===== config.mk =====
export PLATFORM = sky130hd
export DESIGN_NAME = calc_chain_core
export DESIGN_NICKNAME = d
export VERILOG_FILES = /design/src/rtl/calc_chain_core.sv
export SDC_FILE = /design/constraint.sdc
export NUM_CORES = 1
export LEC_CHECK = 0
export CORE_MARGIN = 2
export CORE_UTILIZATION = 55
export CTS_CLUSTER_DIAMETER = 120
export DETAILED_ROUTE_END_ITERATION = 8
export GPL_TIMING_DRIVEN = 0
export HOLD_SLACK_MARGIN = 0.02
export PLACE_DENSITY = 0.76
export SYNTH_ARGS = -nofsm -noshare
export SYNTH_HDL_FRONTEND = slang
export SYNTH_SLANG_ARGS = --single-unit

===== constraint.sdc =====
create_clock -name clk -period 5.7 [get_ports clk]
set_input_delay 1.14 -clock clk [delete_from_list [all_inputs] [get_ports clk]]
set_output_delay 1.14 -clock clk [all_outputs]
set_load 0.01 [all_outputs]

===== src/rtl/calc_chain_core.sv =====
// rtl/calc_chain_core.sv - chained-operation calculator core with sticky overflow and optional signed arithmetic
module calc_chain_core #(
   parameter int WIDTH       = 10,
   parameter bit SIGNED_MODE = 1'b0
) (
   input  logic             clk,
   input  logic             clr,
   input  logic [WIDTH-1:0] btn,
   input  logic [4:0]       opcode,
   output logic [1:0]       state,
   output logic [WIDTH-1:0] displayedNum,
   output logic [WIDTH-1:0] val1,
   output logic [WIDTH-1:0] val2,
   output logic [4:0]       pressedOp,
   output logic             ovf,
   output logic             op_pressed,
   output logic             btn_pressed
);

   typedef enum logic [1:0] {
      S_A   = 2'd0,
      S_OPW = 2'd1,
      S_B   = 2'd2,
      S_RES = 2'd3
   } state_t;

   localparam logic [4:0] OP_ADD = 5'b00001;
   localparam logic [4:0] OP_SUB = 5'b00010;
   localparam logic [4:0] OP_MUL = 5'b00100;

   state_t           cur_state, nxt_state;
   logic [WIDTH-1:0] btn_q;
   logic [4:0]       opcode_q;
   logic             btn_ev, op_ev, is_arith, is_eq, is_ce;

   logic             ext_a, ext_b;
   logic [WIDTH:0]   sum, diff;
   logic [2*WIDTH-1:0] prod;
   logic [WIDTH-1:0] f_res;
   logic             f_ovf;

   logic [WIDTH-1:0] val1_n, val2_n, disp_n;
   logic [4:0]       pop_n;
   logic             ovf_n;

   assign btn_ev   = (btn != btn_q);
   assign op_ev    = (opcode_q == 5'd0) && (opcode != 5'd0) &&
                     ((opcode & (opcode - 5'd1)) == 5'd0);
   assign is_arith = |opcode[2:0];
   assign is_eq    = opcode[3];
   assign is_ce    = opcode[4];

   // One extended datapath serves both modes: the extension bit decides signedness
   assign ext_a = SIGNED_MODE & val1[WIDTH-1];
   assign ext_b = SIGNED_MODE & btn[WIDTH-1];
   assign sum   = {ext_a, val1} + {ext_b, btn};
   assign diff  = {ext_a, val1} - {ext_b, btn};
   assign prod  = {{WIDTH{ext_a}}, val1} * {{WIDTH{ext_b}}, btn};

   always_comb begin
      f_res = '0;
      f_ovf = 1'b0;
      case (pressedOp)
         OP_ADD: begin
            f_res = sum[WIDTH-1:0];
            f_ovf = SIGNED_MODE ? (sum[WIDTH] ^ sum[WIDTH-1]) : sum[WIDTH];
         end
         OP_SUB: begin
            f_res = diff[WIDTH-1:0];
            f_ovf = SIGNED_MODE ? (diff[WIDTH] ^ diff[WIDTH-1]) : diff[WIDTH];
         end
         OP_MUL: begin
            f_res = prod[WIDTH-1:0];
            f_ovf = SIGNED_MODE ? !((&prod[2*WIDTH-1:WIDTH-1]) || !(|prod[2*WIDTH-1:WIDTH-1]))
                                : (|prod[2*WIDTH-1:WIDTH]);
         end
         default: ;
      endcase
   end

   always_comb begin
      nxt_state = cur_state;
      val1_n    = val1;
      val2_n    = val2;
      pop_n     = pressedOp;
      ovf_n     = ovf;
      case (cur_state)
         S_A: if (op_ev) begin
            if (is_arith) begin
               val1_n    = btn;
               pop_n     = opcode;
               nxt_state = S_OPW;
            end else if (is_eq) begin
               val1_n    = btn;
               nxt_state = S_RES;
            end
         end
         S_OPW: if (op_ev) begin
            if (is_arith) pop_n = opcode;
            else if (is_ce) begin
               val1_n    = '0;
               nxt_state = S_A;
            end
         end else if (btn_ev) nxt_state = S_B;
         S_B: if (op_ev) begin
            if (is_arith || is_eq) begin
               val1_n    = f_res;
               val2_n    = btn;
               ovf_n     = ovf | f_ovf;
               nxt_state = is_arith ? S_OPW : S_RES;
               if (is_arith) pop_n = opcode;
            end else if (is_ce) nxt_state = S_OPW;
         end
         S_RES: if (op_ev) begin
            if (is_arith) begin
               pop_n     = opcode;
               nxt_state = S_OPW;
            end else if (is_ce) begin
               val1_n    = '0;
               nxt_state = S_A;
            end
         end else if (btn_ev) nxt_state = S_A;
         default: nxt_state = S_A;
      endcase
      if ((op_ev && is_ce) || nxt_state == S_A) ovf_n = 1'b0;
      disp_n = (nxt_state == S_A || nxt_state == S_B) ? btn : val1_n;
   end

   always_ff @(posedge clk or posedge clr) begin
      if (clr) begin
         cur_state    <= S_A;
         btn_q        <= '0;
         opcode_q     <= '0;
         displayedNum <= '0;
         val1         <= '0;
         val2         <= '0;
         pressedOp    <= '0;
         ovf          <= 1'b0;
         op_pressed   <= 1'b0;
         btn_pressed  <= 1'b0;
      end else begin
         cur_state    <= nxt_state;
         btn_q        <= btn;
         opcode_q     <= opcode;
         displayedNum <= disp_n;
         val1         <= val1_n;
         val2         <= val2_n;
         pressedOp    <= pop_n;
         ovf          <= ovf_n;
         op_pressed   <= op_ev;
         btn_pressed  <= btn_ev;
      end
   end

   assign state = cur_state;

endmodule


==> flow_summary.json <==
{
  "cap_violations": 0,
  "rr_worst_depth": 17,
  "chipWidth_um": 114,
  "vias_per_cell": 6.11,
  "min_to": "val2[8]$_DFFE_PP0P_",
  "period_minus_slack_ns": 5.71,
  "synth_ff_type": "dfrtp_1",
  "wl_um": 20100,
  "grt_pass1_vias": 6074,
  "dp_hpwl_um": 14900,
  "ys_warn_count": 0,
  "utilization": 0.704,
  "r2r_end": "ovf$_DFFE_PP0P_",
  "cpPeakStageDelay_ns": 0.58,
  "final_nets": 993,
  "ant_nets": 0,
  "holdWs_ns": 0.481,
  "grt_start_max_net_pins": 34,
  "syn_area_per_cell_um2": 8.97,
  "grt_use_total": 0.312,
  "ios": 57,
  "overflow": 0,
  "clk_pin_slew_ns": 0.08,
  "worstSetupStartpointType": "input port",
  "crit_type": "in -> reg",
  "clockBufferDepth": 2,
  "finalHoldViolCount": 0,
  "drive_gt1_frac": 0.192,
  "fin_crit_sh": 1.00,
  "tns_ns": -0.0140,
  "synthTopCellsByArea": "dfrtp_1 21%, fa_1 19%, ha_1 14%, nand2_1 5.3%, inv_1 4.5%",
  "antenna_found_initial": 0,
  "tightest_slew_ns": 1.17,
  "dieArea_um2": 13100,
  "syn-num-nets": 903,
  "post-place-ws_ns": -2.15,
  "syn_area_um2": 6700,
  "core_area_um2": 12000,
  "fillCellCount": 914,
  "arrival_ns": 5.89,
  "syn2layout_area_growth_pct": 25.5,
  "crit_fanout": 6,
  "cp.required_ns": 5.88,
  "synth_edf_count": 0,
  "num_vias": 6019,
  "cts_root_buf": "clkbuf_16",
  "drcViolationCount": 0,
  "synth_top_area_frac": 0.205,
  "place.gp.congestion": 0.947,
  "hold_path.class": "reg -> reg",
  "placed_cells": 951,
  "numPortBuffers": 56,
  "grt_first_pass_wirelength_um": 31500,
  "start_util": 0.560,
  "seq_area_um2": 1380,
  "fmax_mhz": 175,
  "synth_cell_types": 75,
  "p_per_area_nw_per_um2": 314,
  "fin_ws_ns": -0.0140,
  "slew_headroom": 0.217,
  "rsz0062_at_grt": "yes",
  "numCtsBuffers": 5,
  "n_antenna_cell": 0,
  "synth_most_common_cell": "nand2_1",
  "yosysSeqAreaShare": 0.205,
  "min-delay-start": "val2[8]$_DFFE_PP0P_",
  "clock_latency_ns": 0.30,
  "netlist_instances": 747,
  "r2r_slack_ns": 0.12,
  "min_path_cells": 2,
  "drt-wirelength-per-cell_um": 20.4,
  "crit_slowest_cell": "fa_2",
  "cts_tree": "built",
  "violations": "negative setup slack",
  "async_flop_share": 1.00,
  "r2r_start": "val1[8]$_DFF_PP0_",
  "fin_cells": 985,
  "drt-initial-drc-count": 447,
  "rows": 40,
  "ir_drop_v": 0.000338,
  "crit_top_cell": "ha_4",
  "outcome": "finished, violations left",
  "synthTopCellsByCount": "95 x nand2_1, 81 x inv_1, 75 x ha_1",
  "htree_levels": 2,
  "multi_input_area_um2": 5320,
  "die_h_um": 114,
  "drv_slew": 0,
  "skew_ns": 0.00989,
  "leakagePower_nw": 3.73,
  "yosysTopAreaCell": "dfrtp_1",
  "clkSinkCount": 55,
  "synth-seq-cells": 55,
  "path_cells": "buf_12 -> buf_12 -> buf_6 -> buf_6 -> nand2_4 -> fa_2 -> inv_2 -> ha_4 -> ha_4 -> inv_1 -> fa_1 -> inv_2 -> fa_1 -> ha_4 -> o21a_1 -> o31a_1 -> o211ai_1 -> nand3b_1 -> buf_4 -> mux2i_2 -> a22oi_2 -> nor4_4 -> a221oi_2",
  "setup_viol": 1,
  "end_kind": "flop",
  "postCtsHoldBufs": 0,
  "first_pass_iters": 7
}
==> how the worst max path moves through the flow <==
stage / start / endpoint / cells past startpoint
final: btn[3] / ovf$_DFFE_PP0P_ / 23
after global placement: btn[9] / ovf$_DFFE_PP0P_ / 18
after floorplan: btn[9] / ovf$_DFFE_PP0P_ / 17
after detailed placement: btn[9] / ovf$_DFFE_PP0P_ / 18
after global routing: btn[3] / ovf$_DFFE_PP0P_ / 23
after CTS: btn[3] / ovf$_DFFE_PP0P_ / 17
==> power breakdown <==
group / total (mW) / internal (mW) / switching (mW)
Clock: 0.327 / 0.167 / 0.160
Combinational: 1.85 / 0.843 / 1.01
Sequential: 0.461 / 0.424 / 0.0364
==> flip-flops by register name (all words and copies together), names as in the netlist <==
register,count
ovf,1
state,2
val1,10
op_pressed,1
btn_q,10
opcode_q,5
displayedNum,10
pressedOp,5
val2,10
btn_pressed,1
==> final cells by class <==
type	instances	share of cell area
clock buffer	5	0.0149
clock inverter	3	0.00327
multi-input combinational	574	0.632
sequential	55	0.164
buffer	31	0.0251
timing repair buffer	88	0.103
inverter	82	0.0366
tap	147	0.0219
==> layer usage <==
| metal | GRT usage | routed length [um] |
|---|---|---|
| met5 | 0 | 0 |
| met4 | 0.116 | 691 |
| met3 | 0.0381 | 1230 |
| met2 | 0.548 | 10200 |
| met1 | 0.393 | 8050 |
==> repair_timing <==
| item | CTS | global route |
|---|---|---|
| pin swaps | 44 | 54 |
| gates resized for setup | 121 | 72 |
| buffers inserted | 19 | 12 |
| endpoints found under the setup margin | 8 | 4 |
==> cells by family after synthesis <==
family	share of synthesized area
simple gates	0.178
flops	0.205
mux	0.0235
fa+ha+maj	0.331
xor+xnor	0.0261
compound gates	0.167
buf+inv	0.0689
==> layout by cell type (no fill, tap or decap), types with 9 or more instances in the layout <==
cell,count
nand2_1,88
inv_1,69
fa_1,56
dfrtp_1,55
ha_1,53
clkdlybuf4s50_1,47
nor2_1,34
o21ai_0,29
and2_1,29
buf_4,29
a21oi_1,26
ha_4,20
clkbuf_1,17
xor2_1,14
nor3_1,14
inv_2,13
a22oi_1,12
o21ai_1,9
==> worst max-delay path: cells and delay by family <==
family / cells / cell delay, ns
adders and majority gates: 6 / 2.35
AOI/OAI and AO/OA: 5 / 0.83
buffers and inverters: 8 / 0.79
and+or+nand+nor: 3 / 0.57
muxes: 1 / 0.19
==> per-stage QoR <==
step | power, mW | instance area (um^2)
after detailed placement | 1.82 | 7490
final | 2.64 | 8420
after global routing | 2.82 | 8420
after CTS | 2.44 | 8130
after global placement | 1.77 | 7470
after floorplan | 1.41 | 6730
(Power assumes the default switching activity.)
